[config.mk]
export PLATFORM = sky130hd
export DESIGN_NAME = instr_mem_loader
export DESIGN_NICKNAME = d
export VERILOG_FILES = /design/src/rtl/instr_mem_loader.sv
export SDC_FILE = /design/constraint.sdc
export NUM_CORES = 1
export LEC_CHECK = 0
export ABC_AREA = 1
export CAP_MARGIN = 20
export CORE_MARGIN = 4
export CORE_UTILIZATION = 40
export DETAILED_ROUTE_END_ITERATION = 7
export PLACE_DENSITY = 0.74
export SETUP_SLACK_MARGIN = 0.2
export SLEW_MARGIN = 20
export SYNTH_ARGS = -nofsm -noshare
export SYNTH_HDL_FRONTEND = slang
export SYNTH_SLANG_ARGS = --single-unit
export TNS_END_PERCENT = 100
[constraint.sdc]
create_clock -name clk -period 2.17 [get_ports clk]
set_input_delay 0.5425 -clock clk [delete_from_list [all_inputs] [get_ports clk]]
set_output_delay 0.5425 -clock clk [all_outputs]
set_load 0.02 [all_outputs]
[src/rtl/instr_mem_loader.sv]
// Loads a byte-stream program into instruction memory from address 0, then hands the memory read port to the CPU.
// Latency: one write cycle per word after its HI byte; CPU leaves reset the cycle after a matching checksum byte.
// Backpressure: in_ready is low in IDLE, WR, RUN and ERR; an offered byte is held by the source until accepted.
module instr_mem_loader #(
  parameter  int M = 4,
  parameter  int P = 6,
  localparam int W = 4 + 2 * M
) (
  input  logic         clk,
  input  logic         rst_n,
  input  logic         load_req,
  input  logic         in_valid,
  input  logic [7:0]   in_data,
  output logic         in_ready,
  output logic         cpu_rst_n,
  input  logic         cpu_en_read_instr,
  input  logic [P-1:0] cpu_read_address_instr,
  output logic         mem_en,
  output logic         mem_we,
  output logic [P-1:0] mem_addr,
  output logic [W-1:0] mem_wdata,
  output logic         busy,
  output logic         done,
  output logic         error
);

  typedef enum logic [2:0] {
    S_IDLE, S_HDR, S_LO, S_HI, S_WR, S_CHK, S_RUN, S_ERR
  } state_t;

  // Largest legal header: one less than the memory depth.
  localparam logic [7:0] MAX_HDR  = 8'((2 ** P) - 1);
  localparam logic [P:0] ADDR_ONE = (P + 1)'(1);

  state_t         state;
  state_t         state_nxt;
  logic [P:0]     addr;      // one spare bit so the counter can never wrap silently
  logic [P-1:0]   last;      // header value = address of the final word
  logic [7:0]     csum;
  logic [7:0]     lo_byte;
  logic [W-1:0]   word;
  logic           accept;
  logic           xfer;

  // Byte-accepting states; a transfer needs both sides.
  assign accept   = (state == S_HDR) || (state == S_LO) || (state == S_HI) || (state == S_CHK);
  assign in_ready = accept;
  assign xfer     = in_valid & accept;

  // State register.
  always_ff @(posedge clk or negedge rst_n) begin
    if (!rst_n) state <= S_IDLE;
    else        state <= state_nxt;
  end

  // Frame datapath: address counter, running checksum, word assembly.
  always_ff @(posedge clk or negedge rst_n) begin
    if (!rst_n) begin
      addr    <= '0;
      last    <= '0;
      csum    <= '0;
      lo_byte <= '0;
      word    <= '0;
    end else if (load_req) begin
      addr <= '0;
      csum <= '0;
    end else begin
      case (state)
        S_HDR: if (xfer) begin
          addr <= '0;
          csum <= in_data;
          last <= in_data[P-1:0];
        end
        S_LO: if (xfer) begin
          lo_byte <= in_data;
          csum    <= csum ^ in_data;
        end
        S_HI: if (xfer) begin
          // Upper bits of the high byte are dropped from the word but still checksummed.
          word <= W'({in_data, lo_byte});
          csum <= csum ^ in_data;
        end
        S_WR: if (addr != {1'b0, last}) addr <= addr + ADDR_ONE;
        default: ;
      endcase
    end
  end

  // Next state and Moore-style outputs; memory port is muxed between loader and CPU.
  always_comb begin
    state_nxt = state;
    cpu_rst_n = 1'b0;
    mem_en    = 1'b0;
    mem_we    = 1'b0;
    mem_addr  = '0;
    mem_wdata = '0;
    busy      = 1'b0;
    done      = 1'b0;
    error     = 1'b0;
    case (state)
      S_IDLE: ;
      S_HDR: begin
        busy = 1'b1;
        if (xfer) state_nxt = (in_data > MAX_HDR) ? S_ERR : S_LO;
      end
      S_LO: begin
        busy = 1'b1;
        if (xfer) state_nxt = S_HI;
      end
      S_HI: begin
        busy = 1'b1;
        if (xfer) state_nxt = S_WR;
      end
      S_WR: begin
        busy      = 1'b1;
        mem_en    = 1'b1;
        mem_we    = 1'b1;
        mem_addr  = addr[P-1:0];
        mem_wdata = word;
        state_nxt = (addr == {1'b0, last}) ? S_CHK : S_LO;
      end
      S_CHK: begin
        busy = 1'b1;
        if (xfer) state_nxt = (in_data == csum) ? S_RUN : S_ERR;
      end
      S_RUN: begin
        cpu_rst_n = 1'b1;
        done      = 1'b1;
        mem_en    = cpu_en_read_instr;
        mem_addr  = cpu_read_address_instr;
      end
      S_ERR: error = 1'b1;
      default: state_nxt = S_IDLE;
    endcase
    // A new load request overrides everything, even mid-frame.
    if (load_req) state_nxt = S_HDR;
  end

endmodule
-- Word level (Yosys, flattened, before mapping)
Index checks and enable logic that the tools add are counted.
- add/subtract/negate cells: 1
- $mul: 0
- divide/modulo/power cells: 0
- $lt $le $gt $ge: 1
- eq/ne operators: 16
- shift operators: 0
- mux-type cells: 24
- bitwise logic cells: 3
- reduce and logical (&&, ||, !) cells: 14
- operators with widths (operator ; count):
    8-bit two-way mux ; 3
    3-bit two-way mux ; 7
    7-bit two-way mux ; 3
    8-bit case mux with 2 select lines ; 1
    3-bit inequality test, second input constant ; 5
    3-bit case mux with 5 select lines ; 1
    3-bit AND reduction ; 5
    7-bit case mux with 2 select lines ; 1
    3-bit == test, second input constant ; 4
    12-bit two-way mux ; 1
    6-bit case mux with 2 select lines ; 1
    8-bit == test ; 1
    8-bit by 6-bit greater-than comparator with 1-bit output, second input constant ; 1
    8-bit XOR ; 1
    7-bit by 1-bit adder with 7-bit output, second input constant ; 1
    7-bit by 6-bit == test with 1-bit output ; 1
    7-bit by 6-bit inequality test with 1-bit output ; 1
    3-bit by 2-bit == test with 1-bit output, second input constant ; 2
    3-bit nonzero test ; 2
    6-bit nonzero test ; 1
    1-bit two-way mux ; 5
    5-bit AND reduction ; 1
    5-bit OR reduction ; 1
    3-bit by 1-bit == test with 1-bit output, second input constant ; 1
    6 further kinds ; 8
- register bits: 44
- bits in latches: 0
- RAM bits: 0
- bits in read-only memories: 0
- input bits: 19
- output and inout port bits: 25
- word-level logic and storage cells: 65
- memories: 0

-- Depth between registers and ports, before layout
Gate-level depths: netlist of run 1.
- depth in word-level cells: 8
- mapped depth: 11
- gate-level depth less buffers: 10

-- Worst setup path after synthesis of run 1
Ideal clock, no wire load.
- path kind: reg-to-output
- start: register state[2]
- end: output mem_addr[0]
- data arrival time: 1.379 ns
- data required time: 1.627 ns
- slack: 0.248 ns
- stages on the path, launching flop included: 6
- path buffers: 1
- path through: dfrtp_1 > buf_6 > nand2_1 > nor2_1 > nand2_1 > o21ai_0
- longest elaborated chain between the ends: 2
- elaborated cells on any way between the ends: 3
- classes of those cells: 2 x eq/ne; 1 x mux
- RTL lines (item ; line ; RTL):
    start: declaration ; 35 ; state_t state;
    start signal: assignment ; 53 ; else state <= state_nxt;
    3-bit == test ; 100 ; case (state)
    6-bit case mux with 2 select lines (*) ; 100 ;
    end: declaration ; 20 ; output logic [P-1:0] mem_addr,
Mark *: on every way between the ends. The rest lies on a longest branch, timed or not.

-- Final worst setup path of run 1
- start: register state[0]
- end: output mem_addr[5]
Same word-level chain as after synthesis.

==> reports/qor.log, run 1 <==
qor: clock_tree.cts-htree-levels 2
qor: final_layout.layout-area-overhead-vs-synth 27.77%
qor: final_layout.multiInputGateArea 1220 um^2
qor: pwr.irDropWorstVdd 453.5 uV
qor: global_route.global_route.overflow_total 0
qor: placed_design.placed_cells_incl_taps 456
qor: die.dieArea 7730 um^2
qor: sta.grt_setup_unrepaired true
qor: final_layout.final_instance_count_excl_fillers 468
qor: sta.post-route-min-period 1.966 ns
qor: worst_setup_path.critical_path_cell_list buf_6, nor2_4, buf_6, buf_6, nand2_2, o21ai_2, buf_4
qor: worst_setup_path.worst_ep_arrival_time 1.42 ns
qor: synthesis.number_of_nets_produced_by_synthesis 354
qor: detailed_routing.route.detailed.vias_per_inst 4.923
qor: pwr.pwr_density_cell 1044 nW/um^2
qor: die.floorplan.initialDensity 42.16%
qor: final_layout.seqCellArea 1102 um^2
qor: detailed_routing.via_count 2304
qor: pwr.power_total 3.408 mW
qor: synthesis.postSynthCellCount 334
qor: detailed_routing.routedWlPerCell 12.59 um
qor: outcome.run_status complete, no violations
qor: sta.timing_hold_violations_final 0
qor: detailed_routing.drt_drc_violations_left 0
qor: synthesis.mappedNetlistArea 2555 um^2
qor: global_route.initial_antenna_violation_count 0
qor: clock_tree.clkSinkCount 44
qor: sta.report.final.setup_viol 0
qor: sta.finalSetupTns 0 ns
qor: clock_tree.clock_tree.root_cell clkbuf_8
qor: worst_setup_path.type_of_destination_of_the_critical_path output pin
qor: clock_tree.tritoncts done
qor: placed_design.place_congestion 0.8356
qor: pwr.p_leak 1.700 nW
qor: worst_setup_path.worst_path_largest_cell_delay 0.42 ns
qor: run.drv_cap 0
qor: worst_setup_path.critical_path.most_common_cell buf_6
qor: final_layout.num-fill-cells 574
qor: sta.slew_headroom 67.97%
qor: sta.max_slew.worst_pin.slew 0.4768 ns
qor: synthesis.synth-warning-count 0
qor: global_route.busiest_layer met2
qor: synthesis.ys_seq_area_share 43.10%
qor: sta.layout_worst_path_cycle_share 90.62%
qor: worst_setup_path.cp-start-kind flip-flop
qor: clock_tree.cts_max_path_buffers 2
qor: global_route.overall_global_routing_usage 16.36%
qor: final_layout.nets 412
qor: final_layout.most_common_cell_after_layout_fill_and_taps_aside nand2_1
qor: placed_design.post-dp-hpwl 4246 um
qor: die.fp.coreArea 6061 um^2
qor: clock_tree.clkLatencyLatePin 0.29 ns
qor: final_layout.final_layout_size_suffix_gt1_share 26.21%
qor: synthesis.yosysUniqueCellTypes 31
qor: detailed_routing.drtIter0Drc 116
qor: global_route.gr-usage-met2 29.11%
qor: global_route.groute.layer.met1.usage 20.56%
qor: synthesis.avgSynthCellArea 7.650 um^2
qor: sta.finalClockSkew 0.003933 ns
qor: worst_setup_path.worst-path-max-fanout 3
qor: detailed_routing.antenna_left 0
qor: final_layout.antenna_cells_inserted 0
qor: worst_setup_path.critical_path.slowest_cell dfrtp_1
qor: sta.maxClockFrequency 0.5086 GHz
qor: sta.finalMaxSlewViolations 0
qor: global_route.use_met3 2.728%
qor: final_layout.mostFrequentLayoutCells nand2_1 (89), inv_1 (46), dfrtp_1 (43), nor2_1 (32), buf_4 (23)
qor: die.io_pins 44
qor: synthesis.synth.ff_latch_count 44
qor: min_path.holdCritPathClass in2async
qor: global_route.grt_first_pass_wirelength 10030 um
qor: detailed_routing.first_pass_iters 4
qor: clock_tree.clkSlewWorstSetupHoldPaths 0.09 ns
qor: worst_setup_path.cp_data_required_time 1.63 ns
qor: die.die_h 87.92 um
qor: clock_tree.cts_made_buffers 5
qor: die.die_width 87.92 um
qor: global_route.grt_start_max_net_pins 45
qor: die.floorplan.rows 28
qor: global_route.grt_pass1_vias 2227
qor: worst_setup_path.crit_type reg2out
qor: detailed_routing.route.final.wire_length 5894 um
qor: placed_design.io_buffer_count 43
==> where the power goes <==
part,leakage [nW],switching (mW),total [mW],internal [mW]
Combinational,1.08,0.897,1.50,0.602
Sequential,0.562,0.151,1.24,1.09
Clock,0.0614,0.293,0.669,0.377
==> synthesized netlist by cell type (all sizes together) <==
cell type	instances	area [um^2]
clkbuf	2	7.510
ha	1	12.51
xor2	2	17.52
dfrtp	44	1101
nor3	2	10.01
or2	1	6.260
buf	9	78.82
nand2	100	400.4
nand4	3	18.77
o22ai	7	43.79
xnor2	4	35.03
o21ai	34	230.2
a21oi	11	85.08
inv	50	187.7
nor2	40	183.9
o31ai	1	7.510
o2111ai	1	8.760
nand3	20	105.1
nor3b	2	15.01
==> layout make-up <==
| type | count | share of cell area [%] |
|---|---|---|
| timing repair buffer | 62 | 16.44 |
| sequential | 44 | 33.77 |
| inverter | 50 | 5.826 |
| clock inverter | 2 | 1.188 |
| multi-input combinational | 229 | 37.37 |
| tap | 75 | 2.875 |
| clock buffer | 6 | 2.530 |
==> metal layers <==
layer  up-vias  share of wire (%)  wire length (um)
met3         6                5.5               326
met1      1081                 43              2559
li1       1166                  -                 -
met5         -                  0                 0
met2        51                 50              2939
met4         0                1.2                68
==> worst max-delay path, delay by kind of cell, from the launching register on <==
kind                   cells  cell delay [ns]
and+or+nand+nor            2             0.16
buffers and inverters      4             0.49
AOI/OAI and AO/OA          1             0.05
DFF                        1             0.42
==> state kept, by name, summed over array words and instances (netlist names) <==
name	cells
addr	7
csum	8
last	6
lo_byte	8
state	3
word	12
==> stage by stage <==
| stage | setup WS, ns | hold WS (ns) | instance area, um^2 | util [%] |
|---|---|---|---|---|
| after floorplan | 0.2484 | 0.2469 | 2555 | - |
| after global placement | -0.1018 | 0.4684 | 3126 | 51.57 |
| after detailed placement | -0.1455 | 0.4721 | 3126 | 51.57 |
| after CTS | 0.1029 | 0.2114 | 3172 | 52.33 |
| after global routing | 0.1247 | 0.2232 | 3264 | 53.86 |
| final | 0.2036 | 0.2121 | 3264 | 53.86 |
==> cell families after synthesis <==
logic type	after synthesis	share of synthesized area, %
AOI/OAI and AO/OA	54	14.69
xor gates and xnor gates	6	2.057
adders and majority gates	1	0.4896
buffers and inverters	61	10.72
DFF	44	43.10
and+or+nand+nor	168	28.94
==> final timing paths <==
check                           start          end  slack (ns)  cells after the start
setup / recovery             state[0]  mem_addr[5]        0.20                      7
hold / removal                  rst_n   lo_byte[6]        0.21                      2
setup reg to reg             state[1]      addr[3]        0.42                     10
hold reg to reg            lo_byte[2]   lo_byte[2]        0.49                      2
max in group asynchronous       rst_n     state[2]        1.74                      2
min in group clk           lo_byte[2]   lo_byte[2]        0.49                      2
==> what timing repair did <==
item                                   in CTS  in global routing
setup endpoints to repair                  25                 25
buffers inserted                            1                  2
pin swaps                                   1                  1
endpoints found under the hold margin       0                  0
resized for setup                         109                 39
hold buffers                                0                  0
gates cloned                                1                  0
(Power assumes the default switching activity.)
==> run 2: changes to the inputs <==
Settings changed: CORE_ASPECT_RATIO from default to 1.75, CTS_CLUSTER_SIZE from default to 24.
==> reports/qor.log, run 2 (same netlist as run 1, synthesis figures left out) <==
qor: sta.post-route-worst-setup-slack 0.1842 ns [was 0.2036 ns]
qor: worst_setup_path.critical_path.slowest_cell dfrtp_1 [unchanged]
qor: global_route.initial_antenna_violation_count 0 [unchanged]
qor: min_path.holdCritPathClass in2async [unchanged]
qor: final_layout.largest_register word [unchanged]
qor: sta.layout_worst_path_cycle_share 91.51% [was 90.62%]
qor: worst_setup_path.r2r_slack 0.38 ns [was 0.42 ns]
qor: die.fp.coreArea 6228 um^2 [was 6061 um^2]
qor: final_layout.final_instance_count_excl_fillers 470 [was 468]
qor: final_layout.mostFrequentLayoutCells nand2_1 (88), inv_1 (47), dfrtp_1 (43), nor2_1 (31), nand3_1 (19) [was nand2_1 (89), inv_1 (46), dfrtp_1 (43), nor2_1 (32), buf_4 (23)]
qor: worst_setup_path.ff2ff_path_depth 10 [unchanged]
qor: detailed_routing.antenna_left 0 [unchanged]
qor: detailed_routing.drt_drc_violations_left 0 [unchanged]
qor: worst_setup_path.critical_path_buf_inv_count 4 [unchanged]
qor: final_layout.layout-area-overhead-vs-synth 26.35% [was 27.77%]
qor: clock_tree.tritoncts done [unchanged]
qor: final_layout.multiInputGateArea 1225 um^2 [was 1220 um^2]
qor: worst_setup_path.cp-start-kind flip-flop [unchanged]
qor: sta.post-route-min-period 1.986 ns [was 1.966 ns]
qor: worst_setup_path.worst_path_largest_cell_delay 0.38 ns [was 0.42 ns]
qor: sta.timing_hold_violations_final 0 [unchanged]
qor: worst_setup_path.crit_type reg2out [unchanged]
qor: sta.max_slew.worst_pin.slew 0.5678 ns [was 0.4768 ns]
qor: final_layout.antenna_cells_inserted 0 [unchanged]
qor: worst_setup_path.worst_r2r_endpoint addr[6] [was addr[3]]
qor: worst_setup_path.rr_startpoint state[1] [unchanged]
qor: clock_tree.clock_tree.root_cell clkbuf_8 [unchanged]
qor: detailed_routing.routedWlPerCell 12.85 um [was 12.59 um]
qor: placed_design.post-dp-hpwl 4439 um [was 4246 um]
qor: placed_design.io_buffer_count 43 [unchanged]
qor: pwr.power.switching 1.334 mW [was 1.341 mW]
qor: sta.fin_worst_hold_slack 0.3161 ns [was 0.2121 ns]
qor: placed_design.post-place-ws -0.1295 ns [was -0.1455 ns]
qor: global_route.grt_start_max_net_pins 45 [unchanged]
qor: final_layout.largest_reg_flops 12 [unchanged]
qor: worst_setup_path.critical_path_cell_list buf_6, nand2_4, nor2_4, buf_6, buf_12, nand2_2, o21ai_1, buf_4 [was buf_6, nor2_4, buf_6, buf_6, nand2_2, o21ai_2, buf_4]
qor: detailed_routing.via_count 2277 [was 2304]
qor: final_layout.utilization_of_the_core_after_routing 51.83% [was 53.86%]
qor: clock_tree.clkSinkCount 44 [unchanged]
qor: die.die_h 113.7 um [was 87.92 um]
qor: global_route.grt_first_pass_wirelength 10050 um [was 10030 um]
qor: final_layout.seqCellArea 1102 um^2 [unchanged]
qor: pwr.pwr_density_cell 1030 nW/um^2 [was 1044 nW/um^2]
qor: pwr.p_leak 1.672 nW [was 1.700 nW]
qor: placed_design.area_after_dpl 3112 um^2 [was 3126 um^2]
qor: detailed_routing.route.final.wire_length 6038 um [was 5894 um]
qor: final_layout.fin_area 3228 um^2 [was 3264 um^2]
qor: pwr.combPwrFrac 43.7% [was 44.0%]
qor: final_layout.nets 409 [was 412]
qor: die.die_width 68.42 um [was 87.92 um]
qor: clock_tree.cts_max_path_buffers 2 [unchanged]
qor: worst_setup_path.cp_data_required_time 1.63 ns [about the same]
qor: global_route.global_route.overflow_total 0 [unchanged]
qor: worst_setup_path.type_of_destination_of_the_critical_path output pin [unchanged]
qor: sta.finalClockSkew 0.004856 ns [was 0.003933 ns]
qor: final_layout.largest_registers word (12), csum (8), lo_byte (8) [unchanged]
qor: final_layout.final_layout_size_suffix_gt1_share 25.64% [was 26.21%]
qor: clock_tree.cts-htree-levels 2 [unchanged]
qor: die.dieArea 7781 um^2 [was 7730 um^2]
qor: pwr.irDropWorstVdd 621.6 uV [was 453.5 uV]
qor: worst_setup_path.timing.critical_path.max_delay_family buffers and inverters [unchanged]
qor: placed_design.placed_cells_incl_taps 460 [was 456]
qor: sta.finalSetupTns 0 ns [unchanged]
qor: worst_setup_path.critical_path.most_common_cell buf_6 [unchanged]
qor: worst_setup_path.worst-path-max-fanout 6 [was 3]
qor: global_route.grt_pass1_vias 2262 [was 2227]
qor: sta.maxClockFrequency 0.5036 GHz [was 0.5086 GHz]
qor: die.floorplan.initialDensity 41.02% [was 42.16%]
qor: run.drv_cap 0 [unchanged]
qor: final_layout.num-fill-cells 587 [was 574]
qor: pwr.pwr-share-clk 19.0% [was 19.6%]
qor: worst_setup_path.worst_ep_arrival_time 1.44 ns [was 1.42 ns]
qor: sta.slew_headroom 62.15% [was 67.97%]
qor: sta.finalMaxSlewViolations 0 [unchanged]
qor: placed_design.place_congestion 0.8322 [was 0.8356]
qor: sta.report.final.setup_viol 0 [unchanged]
qor: clock_tree.postCtsHoldBufs 0 [unchanged]
qor: final_layout.most_common_cell_after_layout_fill_and_taps_aside nand2_1 [unchanged]
qor: detailed_routing.route.detailed.vias_per_inst 4.845 [was 4.923]
qor: clock_tree.cts_made_buffers 5 [unchanged]
qor: outcome.run_status complete, no violations [unchanged]
qor: clock_tree.clkLatencyLatePin 0.30 ns [was 0.29 ns]
qor: pwr.power_switching_share 40.11% [was 39.34%]
qor: sta.grt_setup_unrepaired true [unchanged]
qor: clock_tree.clkSlewWorstSetupHoldPaths 0.08 ns [was 0.09 ns]
qor: pwr.p_seq_share 37.4% [was 36.4%]
qor: die.floorplan.rows 38 [was 28]
qor: detailed_routing.drtIter0Drc 88 [was 116]
qor: detailed_routing.first_pass_iters 4 [unchanged]
qor: global_route.overall_global_routing_usage 16.77% [was 16.36%]
qor: pwr.intPower 1.992 mW [was 2.067 mW]
qor: pwr.power_total 3.326 mW [was 3.408 mW]
qor: die.io_pins 44 [unchanged]
-- run 2: routing by layer --
layer / vias to the layer above / routed length (um) / part of all wire, % / global-route usage, %
li1: 1158 / - / - / -
met1: 1052 / 2420 / 40 / 19.60
met2: 51 / 3159 / 52 / 28.59
met3: 16 / 229 / 3.8 / 2.365
met4: 0 / 229 / 3.8 / 8.765
met5: - / 0 / 0 / 0
-- run 2: what timing repair did --
action                                  CTS  global route
pin swaps                                 0             1
gates resized for setup                 103            38
buffers inserted                          1             1
endpoints found under the setup margin   25            12
-- run 2: power groups by stage --
stage / combinational [mW] / sequential [mW] / clock [mW]
6_report: 1.45 / 1.24 / 0.631
5_1_grt: 1.64 / 1.28 / 0.670
4_1_cts: 1.42 / 1.23 / 0.636
3_5_place_dp: 1.44 / 1.25 / 0
3_3_place_gp: 1.40 / 1.23 / 0
2_1_floorplan: 1.05 / 1.21 / 0
-- run 2: worst max-delay path by stage --
stage,startpoint,cells past startpoint,end
floorplan,state[2],5,mem_addr[0]
global placement,cpu_read_address_instr[5],4,mem_addr[5]
detailed placement,cpu_read_address_instr[1],4,mem_addr[1]
CTS,state[1],5,mem_addr[1]
global route,state[1],8,mem_addr[0]
finish,state[1],8,mem_addr[0]
-- run 2: area by class of cell --
class	instances	share of cell area (%)
Inverter	50	5.891
Sequential cell	44	34.15
Timing Repair Buffer	59	15.58
Clock buffer	6	2.248
Clock inverter	2	1.085
Multi-Input combinational cell	229	37.95
Tap cell	80	3.101
==> run 3: changes to the inputs <==
Settings changed: ABC_CLOCK_PERIOD_IN_PS from default to 2170, CORE_MARGIN 4 to default.
==> reports/qor.log, run 3 (same netlist as run 1, synthesis figures left out) <==
qor: outcome.run_status complete, no violations [unchanged]
qor: detailed_routing.via_count 2389 [was 2277]
qor: clock_tree.cts-htree-levels 2 [unchanged]
qor: worst_setup_path.crit_type reg2out [unchanged]
qor: global_route.overall_global_routing_usage 18.91% [was 16.77%]
qor: global_route.global_route.overflow_total 0 [unchanged]
qor: sta.timing_hold_violations_final 0 [unchanged]
qor: clock_tree.cts_max_path_buffers 2 [unchanged]
qor: detailed_routing.route.final.wire_length 6653 um [was 6038 um]
qor: final_layout.most_common_cell_after_layout_fill_and_taps_aside nand2_1 [unchanged]
qor: final_layout.antenna_cells_inserted 0 [unchanged]
qor: final_layout.largest_registers word (12), csum (8), lo_byte (8) [unchanged]
qor: sta.slew_headroom 61.91% [was 62.15%]
qor: die.die_width 62.42 um [was 68.42 um]
qor: die.die_h 107.7 um [was 113.7 um]
qor: global_route.grt_pass1_vias 2273 [was 2262]
qor: final_layout.layout-area-overhead-vs-synth 37.81% [was 26.35%]
qor: sta.report.final.setup_viol 0 [unchanged]
qor: clock_tree.clkSlewWorstSetupHoldPaths 0.08 ns [about the same]
qor: run.drv_cap 0 [unchanged]
qor: sta.finalMaxSlewViolations 0 [unchanged]
qor: worst_setup_path.cp_data_required_time 1.63 ns [about the same]
qor: global_route.initial_antenna_violation_count 0 [unchanged]
qor: pwr.pwr_density_cell 1021 nW/um^2 [was 1030 nW/um^2]
qor: final_layout.utilization_of_the_core_after_routing 56.96% [was 51.83%]
qor: detailed_routing.routedWlPerCell 13.83 um [was 12.85 um]
qor: die.dieArea 6724 um^2 [was 7781 um^2]
qor: placed_design.place_congestion 0.8377 [was 0.8322]
qor: clock_tree.clkSinkCount 44 [unchanged]
qor: final_layout.mostFrequentLayoutCells nand2_1 (85), inv_1 (47), dfrtp_1 (43), nor2_1 (27), buf_4 (22) [was nand2_1 (88), inv_1 (47), dfrtp_1 (43), nor2_1 (31), nand3_1 (19)]
qor: global_route.grt_first_pass_wirelength 9908 um [was 10050 um]
qor: clock_tree.postCtsHoldBufs 0 [unchanged]
qor: clock_tree.clkLatencyLatePin 0.30 ns [about the same]
qor: pwr.irDropWorstVdd 576.8 uV [was 621.6 uV]
qor: sta.grt_setup_unrepaired true [unchanged]
qor: die.floorplan.initialDensity 41.34% [was 41.02%]
qor: final_layout.multiInputGateArea 1335 um^2 [was 1225 um^2]
qor: placed_design.io_buffer_count 43 [unchanged]
qor: detailed_routing.first_pass_iters 4 [unchanged]
qor: final_layout.seqCellArea 1102 um^2 [unchanged]
qor: min_path.holdCritPathClass in2async [unchanged]
qor: die.fp.coreArea 6181 um^2 [was 6228 um^2]
qor: worst_setup_path.type_of_destination_of_the_critical_path output pin [unchanged]
qor: placed_design.post-dp-hpwl 4383 um [was 4439 um]
qor: sta.max_slew.worst_pin.slew 0.5713 ns [was 0.5678 ns]
qor: final_layout.largest_reg_flops 12 [unchanged]
qor: final_layout.num-fill-cells 560 [was 587]
qor: detailed_routing.antenna_left 0 [unchanged]
qor: worst_setup_path.worst_ep_arrival_time 1.46 ns [was 1.44 ns]
qor: final_layout.final_layout_size_suffix_gt1_share 31.92% [was 25.64%]
qor: final_layout.nets 420 [was 409]
qor: sta.maxClockFrequency 0.4985 GHz [was 0.5036 GHz]
qor: detailed_routing.drtIter0Drc 68 [was 88]
qor: global_route.grt_start_max_net_pins 45 [unchanged]
qor: worst_setup_path.cp-start-kind flip-flop [unchanged]
qor: die.floorplan.rows 38 [unchanged]
qor: pwr.p_leak 1.776 nW [was 1.672 nW]
qor: sta.post-route-min-period 2.006 ns [was 1.986 ns]
qor: placed_design.area_after_dpl 3097 um^2 [was 3112 um^2]
qor: clock_tree.clock_tree.root_cell clkbuf_8 [unchanged]
qor: worst_setup_path.worst-path-max-fanout 7 [was 6]
qor: die.io_pins 44 [unchanged]
qor: detailed_routing.drt_drc_violations_left 0 [unchanged]
qor: clock_tree.cts_made_buffers 5 [unchanged]
qor: final_layout.fin_area 3521 um^2 [was 3228 um^2]
qor: detailed_routing.route.detailed.vias_per_inst 4.967 [was 4.845]
qor: clock_tree.tritoncts done [unchanged]
qor: sta.finalClockSkew 0.002900 ns [was 0.004856 ns]
qor: final_layout.largest_register word [unchanged]
qor: sta.layout_worst_path_cycle_share 92.44% [was 91.51%]
==> run 3: cell count changes in the layout (fill, tap and decap cells not counted), moves of 2 or more <==
| cell | delta |
|---|---|
| nand3_2 | +7 |
| nor2_4 | +6 |
| nor2_2 | -2 |
| buf_2 | -10 |
| nand3_1 | -7 |
| clkbuf_16 | +2 |
| buf_4 | +7 |
| nand2_1 | -3 |
| nor2_1 | -4 |
| buf_6 | +13 |
| nand2_4 | +2 |
==> run 3: metrics by stage <==
| stage | TNS, ns | std cells | worst slack (ns) | hold WS, ns | power, mW |
|---|---|---|---|---|---|
| after floorplan | 0 | 334 | 0.2484 | 0.2469 | 2.266 |
| after global placement | -0.5995 | 458 | -0.09655 | 0.4663 | 2.622 |
| after detailed placement | -0.6604 | 458 | -0.1157 | 0.4718 | 2.681 |
| after CTS | 0 | 475 | 0.05421 | 0.3420 | 3.320 |
| after global routing | 0 | 481 | 0.08758 | 0.3548 | 3.823 |
| final | 0 | 481 | 0.1640 | 0.3000 | 3.593 |
==> run 3: path summary, 6_finish.rpt <==
path	slack (ns)	endpoint	cells past startpoint	from
max in group asynchronous	1.46	state[2]	2	rst_n
hold / removal	0.30	addr[0]	2	rst_n
setup / recovery	0.16	mem_addr[1]	8	state[1]
min in group clk	0.49	word[10]	2	word[10]
hold reg to reg	0.49	word[10]	2	word[10]
setup reg to reg	0.18	addr[1]	14	state[0]
==> run 3: final cells by class <==
| type | instances | area share [%] |
|---|---|---|
| clock inverters | 2 | 0.9950 |
| multi-input cells | 229 | 37.92 |
| flip-flops and latches | 44 | 31.31 |
| clock buffers | 6 | 2.061 |
| inverters | 50 | 5.402 |
| repair buffers | 70 | 19.47 |
| well taps | 80 | 2.843 |
==> run 3: critical path: stages (launching register included) <==
cell and delay (ns):
dfrtp_1 0.41, buf_6 0.13, nand2_4 0.05, nor2_4 0.10, buf_6 0.12, buf_12 0.11
nand2_2 0.04, o21ai_1 0.06, buf_4 0.15
==> run 3: what timing repair did <==
| item | CTS | global route |
|---|---|---|
| resized for setup | 101 | 91 |
| pin swaps | 0 | 6 |
| buffers inserted | 9 | 4 |
| gates cloned | 0 | 2 |
| setup endpoints to repair | 25 | 30 |
==> run 3: metal layers <==
metal  part of all wire (%)  vias up  track usage, %
met5                      0        -               0
met2                     56       51           35.56
met3                    2.9       18           3.072
li1                       -     1173               -
met4                    4.2        0           11.13
met1                     37     1147           19.21
==> run 3: power by group <==
group	internal [mW]	switching, mW
logic	0.696	1.02
registers	1.09	0.169
clock network	0.342	0.282
